**src/rtl/apb_operand_slave.sv**
```systemverilog
// APB slave that loads and reads back operand banks A and B and drives the
// multiplier control register (START / BUSY / DONE).
//
// Handshake: a transfer is SETUP (psel=1, penable=0) followed by ACCESS
// (psel=1, penable=1). The slave always inserts one wait state, and pready_o
// is high only in the ACCESS cycle. Every response output (prdata_o,
// pslverr_o, write enables, start_o) is registered at the SETUP-to-ACCESS
// edge. These outputs are therefore non-zero only while pready_o is high.
module apb_operand_slave #(
    parameter int DATA_WIDTH = 32,
    parameter int BUS_WIDTH  = 64,
    parameter int ADDR_WIDTH = 16,
    localparam int MAX_DIM   = BUS_WIDTH / DATA_WIDTH,
    localparam int ROW_W     = (MAX_DIM > 1) ? $clog2(MAX_DIM) : 1
) (
    input  logic                  clk_i,
    input  logic                  rst_ni,
    input  logic                  psel_i,
    input  logic                  penable_i,
    input  logic                  pwrite_i,
    input  logic [ADDR_WIDTH-1:0] paddr_i,
    input  logic [BUS_WIDTH-1:0]  pwdata_i,
    input  logic [MAX_DIM-1:0]    pstrb_i,
    output logic [BUS_WIDTH-1:0]  prdata_o,
    output logic                  pready_o,
    output logic                  pslverr_o,
    output logic                  op_we_a_o,
    output logic                  op_we_b_o,
    output logic [ROW_W-1:0]      op_addr_o,
    output logic [BUS_WIDTH-1:0]  op_data_o,
    output logic [MAX_DIM-1:0]    op_strb_o,
    input  logic [BUS_WIDTH-1:0]  op_rdata_a_i,
    input  logic [BUS_WIDTH-1:0]  op_rdata_b_i,
    output logic                  start_o,
    input  logic                  busy_i,
    input  logic                  done_i
);

    typedef enum logic [1:0] {IDLE = 2'd0, SETUP = 2'd1, ACCESS = 2'd2} state_t;

    localparam logic [1:0] REG_CTRL = 2'd0;
    localparam logic [1:0] REG_A    = 2'd1;
    localparam logic [1:0] REG_B    = 2'd2;

    state_t                 state_q, state_d;
    logic [1:0]             region_q;
    logic [ROW_W-1:0]       row_q;
    logic                   write_q;
    logic [BUS_WIDTH-1:0]   wdata_q;
    logic [MAX_DIM-1:0]     strb_q;
    logic [BUS_WIDTH-1:0]   rdata_q, rdata_d;
    logic                   err_q, err_d;
    logic                   we_a_q, we_a_d;
    logic                   we_b_q, we_b_d;
    logic                   start_q, start_d;
    logic                   done_q, done_d;
    logic [BUS_WIDTH-1:0]   ctrl_rd;
    logic                   capture;
    logic                   respond;
    logic                   done_clear;
    logic                   unused_addr;

    // Only region and row bits of the address are decoded.
    assign unused_addr = ^paddr_i;

    assign capture    = (state_q == IDLE) && psel_i && !penable_i;
    assign respond    = (state_q == SETUP) && psel_i && penable_i;
    // A rejected CTRL write (START while busy) has no side effects at all.
    assign done_clear = (state_q == ACCESS) && (region_q == REG_CTRL) && write_q
                        && wdata_q[2] && !err_q;

    // State register plus captured request and registered response.
    always_ff @(posedge clk_i) begin
        if (!rst_ni) begin
            state_q  <= IDLE;
            region_q <= '0;
            row_q    <= '0;
            write_q  <= 1'b0;
            wdata_q  <= '0;
            strb_q   <= '0;
            rdata_q  <= '0;
            err_q    <= 1'b0;
            we_a_q   <= 1'b0;
            we_b_q   <= 1'b0;
            start_q  <= 1'b0;
            done_q   <= 1'b0;
        end else begin
            state_q <= state_d;
            if (capture) begin
                region_q <= paddr_i[7:6];
                row_q    <= paddr_i[2+ROW_W:3];
                write_q  <= pwrite_i;
                wdata_q  <= pwdata_i;
                strb_q   <= pstrb_i;
            end
            rdata_q <= rdata_d;
            err_q   <= err_d;
            we_a_q  <= we_a_d;
            we_b_q  <= we_b_d;
            start_q <= start_d;
            done_q  <= done_d;
        end
    end

    // Next-state logic: one SETUP cycle, one ACCESS cycle, abort back to IDLE.
    always_comb begin
        state_d = state_q;
        case (state_q)
            IDLE:    if (psel_i && !penable_i) state_d = SETUP;
            SETUP:   state_d = (psel_i && penable_i) ? ACCESS : IDLE;
            ACCESS:  state_d = IDLE;
            default: state_d = IDLE;
        endcase
    end

    // CTRL read view: START reads 0, BUSY mirrors busy_i, DONE is sticky.
    always_comb begin
        ctrl_rd    = '0;
        ctrl_rd[1] = busy_i;
        ctrl_rd[2] = done_q;
    end

    // Response decided at the SETUP-to-ACCESS edge; zero on every other edge.
    always_comb begin
        rdata_d = '0;
        err_d   = 1'b0;
        we_a_d  = 1'b0;
        we_b_d  = 1'b0;
        start_d = 1'b0;
        if (respond) begin
            case (region_q)
                REG_CTRL: begin
                    if (write_q) begin
                        if (wdata_q[0] && busy_i) err_d = 1'b1;
                        else                      start_d = wdata_q[0];
                    end else begin
                        rdata_d = ctrl_rd;
                    end
                end
                REG_A, REG_B: begin
                    if (write_q) begin
                        if (busy_i) begin
                            err_d = 1'b1;
                        end else if (|strb_q) begin
                            we_a_d = (region_q == REG_A);
                            we_b_d = (region_q == REG_B);
                        end
                    end else begin
                        rdata_d = (region_q == REG_A) ? op_rdata_a_i : op_rdata_b_i;
                    end
                end
                default: err_d = 1'b1;
            endcase
        end
    end

    // DONE is set by done_i, which wins over a coincident write-1-clear.
    always_comb begin
        done_d = done_q;
        if (done_i)          done_d = 1'b1;
        else if (done_clear) done_d = 1'b0;
    end

    // Output decode: the row is held from SETUP through ACCESS.
    always_comb begin
        pready_o  = (state_q == ACCESS);
        pslverr_o = err_q;
        prdata_o  = rdata_q;
        op_we_a_o = we_a_q;
        op_we_b_o = we_b_q;
        start_o   = start_q;
        op_addr_o = (state_q != IDLE) ? row_q : '0;
        op_data_o = (we_a_q || we_b_q) ? wdata_q : '0;
        op_strb_o = (we_a_q || we_b_q) ? strb_q : '0;
    end

endmodule
```
**config.mk**
```make
export PLATFORM = sky130hd
export DESIGN_NAME = apb_operand_slave
export DESIGN_NICKNAME = d
export VERILOG_FILES = /design/src/rtl/apb_operand_slave.sv
export SDC_FILE = /design/constraint.sdc
export NUM_CORES = 1
export LEC_CHECK = 0
export ABC_AREA = 1
export ABC_CLOCK_PERIOD_IN_PS = 2400
export BUFFER_PORTS_ARGS = -buffer_cell sky130_fd_sc_hd__buf_2
export CORE_AREA = 10 10 128 130
export CTS_CLUSTER_DIAMETER = 100
export DETAILED_ROUTE_END_ITERATION = 10
export DIE_AREA = 0 0 138 140
export PLACE_DENSITY = 0.77
export SLEW_MARGIN = 10
export SYNTH_ARGS = -nofsm -noshare
export SYNTH_HDL_FRONTEND = slang
export SYNTH_SLANG_ARGS = --single-unit
```
**constraint.sdc**
```tcl
create_clock -name clk_i -period 2.4 [get_ports clk_i]
set_clock_uncertainty 0.1 [all_clocks]
set_input_delay 0.24 -clock clk_i [delete_from_list [all_inputs] [get_ports clk_i]]
set_output_delay 0.24 -clock clk_i [all_outputs]
set_load 0.02 [all_outputs]
```
* Word level (Yosys, flattened, before mapping)
Index checks and enable logic that the tools add are counted.
Operators by class: reductions and logical operators 23, bitwise gates (word level) 6, equal/unequal tests 5, mux-type cells 17
Operator list (number):
- $mux W64 | 3
- $pmux W64 S2 | 1
- $logic_and A1 B1 Y1 | 11
- $mux W1 | 7
- $mux W2 | 3
- $not A1 Y1 | 6
- $reduce_or A6 Y1 | 1
- $reduce_or A5 Y1 | 1
- $eq A2 B1 Y1 const B | 2
- $eq A2 B2 Y1 const B | 2
- $logic_not A2 Y1 | 2
- $pmux W2 S2 | 1
- $reduce_bool A2 Y1 | 2
- $reduce_or A2 Y1 | 2
- $mux W3 | 1
- $logic_not A1 Y1 | 2
- $ne A2 B1 Y1 const B | 1
- $pmux W1 S2 | 1
- $reduce_and A2 Y1 | 1
- $logic_or A1 B1 Y1 | 1
Storage, ports and cells: output and inout bits 136, bits in registers 141, input port bits 217

* Longest topological paths before layout
depth in word-level cells 7, depth in mapped cells 8, depth with buffers taken out 7

* Worst setup path before layout
OpenSTA, ideal clock, no wires.
kind flip-flop to output port, from register we_b_q (netlist: op_we_b_o), to output port op_data_o[24], data required time 2.060 ns, arrival 1.262 ns, path buffers 2, cell stages (with the launch flop) 5, path slack 0.798 ns, path through dfxtp_1 nor2_1 clkbuf_1 buf_1 nor2_1
Between the ends: cells in the longest elaborated chain, start to end 2
RTL lines:
- start: declaration | line 54 | logic we_b_q, we_b_d;
- start signal: assignment | line 99 | we_b_q <= we_b_d;
- $logic_or A1 B1 Y1 | line 173 | op_data_o = (we_a_q || we_b_q) ? wdata_q : '0;
- $mux W64 | line 173
- end: declaration | line 30 | output logic [BUS_WIDTH-1:0] op_data_o,
No other way between the ends.

* Worst setup path after layout
from register region_q[0], to register rdata_q[17] (netlist: prdata_o[17])
Between the ends: cells in the longest elaborated chain, start to end 4, elaborated cells between the ends (all ways) 7, classes of those cells 2 x eq/ne; 3 x mux; 2 x reduce/logical
RTL lines:
- start: declaration | line 46 | logic [1:0] region_q;
- start signal: assignment | line 90 | region_q <= paddr_i[7:6];
- $eq A2 B1 Y1 | line 131, 149
- $mux W64 | line 149 | rdata_d = (region_q == REG_A) ? op_rdata_a_i : op_rdata_b_i;
- $mux W64 | line 141 | if (write_q) begin
- $pmux W64 S2 (*) | line 131 | case (region_q)
- end signal: assignment | line 96 | rdata_q <= rdata_d;
- end: declaration | line 51 | logic [BUS_WIDTH-1:0] rdata_q, rdata_d;
Every way passes the cells marked *; elsewhere a longest branch is shown, timed or not. A chain may end at the register's enable or synchronous reset.

==> results.json <==
{
  "root_buffer": "clkbuf_16",
  "clockBufferDepth": 2,
  "hold_path_class": "primary input to register",
  "setup_slack_ns": 0.238,
  "fin_nets": 1422,
  "synthMuxAreaShare_pct": 11.0,
  "antenna_found_initial": 10,
  "syn-cell-area_um2": 5570,
  "clk_pin_slew_ns": 0.06,
  "fillCellCount": 1010,
  "ys.flop_type": "dfxtp_1",
  "design.die.area_um2": 19300,
  "io_pins": 353,
  "yosys.area_share.adder_pct": 1.12,
  "hp-start": "pwdata_i[52]",
  "synth_top_family_by_area": "simple AND/OR/NAND/NOR gates",
  "critPathMaxFanout": 9,
  "yosysSeqAreaShare_pct": 50.6,
  "avgSynthCellArea_um2": 7.87,
  "die_w_um": 138,
  "clock-sinks": 141,
  "cp-end-kind": "register",
  "cts_buffers": 17,
  "synthCells": 708,
  "placementRows": 43,
  "wl_per_cell_um": 18.2,
  "ctsHtreeMaxLevel": 4,
  "period_minus_slack_ns": 2.16,
  "drt_iter0_drc": 383,
  "cts-resized-gates": 0,
  "slew_violations": 0,
  "grt_pass1_wl_um": 37900,
  "tightest_slew_ns": 0.659,
  "netlist.top_cell.by_area": "dfxtp_1",
  "synth_area_leaders": "dfxtp_1, nor2_1, mux2i_1, o21ai_0, inv_1",
  "synth-edff-count": 0,
  "layout-drive-gt1-share_pct": 32.0,
  "whs_endpoint": "wdata_q[52]",
  "ys_ff_latch": 141,
  "synth-simple-area-share_pct": 20.7,
  "hold_viol_final": 0,
  "final_area_um2": 9680,
  "critPathLaunchType": "register",
  "yosysUniqueCellTypes": 19,
  "initial_core_util_pct": 40.5,
  "setup_viol": 0,
  "wirelength_um": 25500,
  "postRouteAntennaNets": 0,
  "synthArstFlopShare_pct": 0,
  "cts_tree": "done",
  "reg2reg_depth": 5,
  "vias": 6646,
  "status": "complete, no violations",
  "worst-setup-path-type": "register to register",
  "finalPower_mw": 5.93,
  "seqCellArea_um2": 2820,
  "tns_ns": 0,
  "synth_common_cells": "nor2_1, dfxtp_1, inv_1",
  "synth_warnings": 0,
  "timing.final.crit_share_pct": 90.1,
  "peakVddDrop_mv": 0.498,
  "reg2reg_from": "region_q[0]",
  "drc": 0,
  "hpwl_um": 15500,
  "coreArea_um2": 13800,
  "maxCapViolations": 0,
  "grt_max_degree": 71,
  "gp_congestion": 0.847,
  "powerDensity_nw_per_um2": 613,
  "rrSetupSlack_ns": 0.24,
  "dpl_cell_area_um2": 7410,
  "area_growth_syn_to_layout_pct": 73.7,
  "yosysMostFrequentCell": "nor2_1",
  "grt_pass1_vias": 6891,
  "die_h_um": 140,
  "clock_latency_ns": 0.40,
  "required_ns": 2.58,
  "fmax_mhz": 463,
  "numPortBuffers": 339,
  "power_leakage_nw": 4.69,
  "post-place-ws_ns": 0.352,
  "synth_xor_area_share_pct": 0,
  "yosysTopAreaCellShare_pct": 50.6,
  "grt_use_total_pct": 24.3,
  "postLayoutCoreUtil_pct": 70.3,
  "syn_nets": 930,
  "critPathArrivalTime_ns": 2.34,
  "slew_headroom_pct": 56.1,
  "rr_endpoint": "prdata_o[17]",
  "min_delay_path_depth": 3,
  "vias_per_cell": 4.73,
  "synth_compound_area_share_pct": 7.12,
  "dr.pass1.iters": 6,
  "overflow": 0,
  "multi_input_area_um2": 2250,
  "rsz0062_at_grt": "no"
}
-- per-layer routing --
layer | part of all wire, % | wire length, um | track usage (%)
met1 | 35 | 8920 | 23.3
met2 | 53 | 13400 | 43.8
met3 | 7.2 | 1850 | 7.57
met4 | 5.1 | 1300 | 16.8
met5 | 0 | 0 | 0
-- logic make-up (layout without fill, tap and decap cells) --
family	after synthesis	after routing
other cells	0	11
flops	141	141
fa+ha+maj	5	5
buf+inv	124	629
simple gates	299	299
compound gates	78	78
mux	61	61
-- flip-flops by register name, indices dropped and copies added (netlist names), 2 cells and up --
name	flops
region_q	2
state_q	2
strb_q	2
wdata_q	64
prdata_o	64
-- critical path, stage by stage (launching register included) --
cell	delay [ns]
dfxtp_1	0.44
ha_4	0.25
buf_4	0.24
mux2i_1	0.34
dlygate4sd3_1	0.61
nor2_1	0.04
-- layout by cell type (no fill, tap or decap), types with 10 or more instances in the layout --
master	count
nor2_1	279
buf_4	10
o21ai_0	70
dlygate4sd3_1	162
diode_2	11
nand2_1	13
dfxtp_1	141
inv_1	80
mux2i_1	61
buf_2	339
clkbuf_16	17
-- how the worst max path moves through the flow --
stage,end,cells past startpoint,slack (ns),start
after CTS,prdata_o[9],5,0.09,region_q[0]
after detailed placement,prdata_o[35],7,0.35,region_q[0]
after floorplan,op_data_o[24],4,0.80,op_we_b_o
after global placement,prdata_o[55],7,0.43,region_q[0]
after global routing,prdata_o[39],7,0.11,region_q[0]
final,prdata_o[17],5,0.24,region_q[0]
-- power by group --
group          switching, mW  internal (mW)
combinational          0.365          0.478
sequential            0.0458           2.43
clock                  0.992           1.63
-- final cells by class --
class                           instances  area share, %
Inverter                               82           3.18
Timing Repair Buffer                  515           35.8
Tap cell                              180           2.33
Clock buffer                           20           4.51
Clock inverter                         12           1.51
Multi-Input combinational cell        443           23.2
Sequential cell                       141           29.2
Antenna cell                           11          0.284
-- repair_timing --
item                                    4_1_cts  5_1_grt
endpoints found under the hold margin       115        0
hold buffers                                162        0
setup buffers                                 0        4
endpoints found under the setup margin        0       15
-- per-stage QoR --
step	hold WS [ns]	cells
2_1_floorplan	0.272	708
5_1_grt	0.0128	1403
3_3_place_gp	0.349	1195
4_1_cts	0.000158	1389
6_report	0.0145	1404
3_5_place_dp	0.354	1195
(Power assumes the default switching activity.)
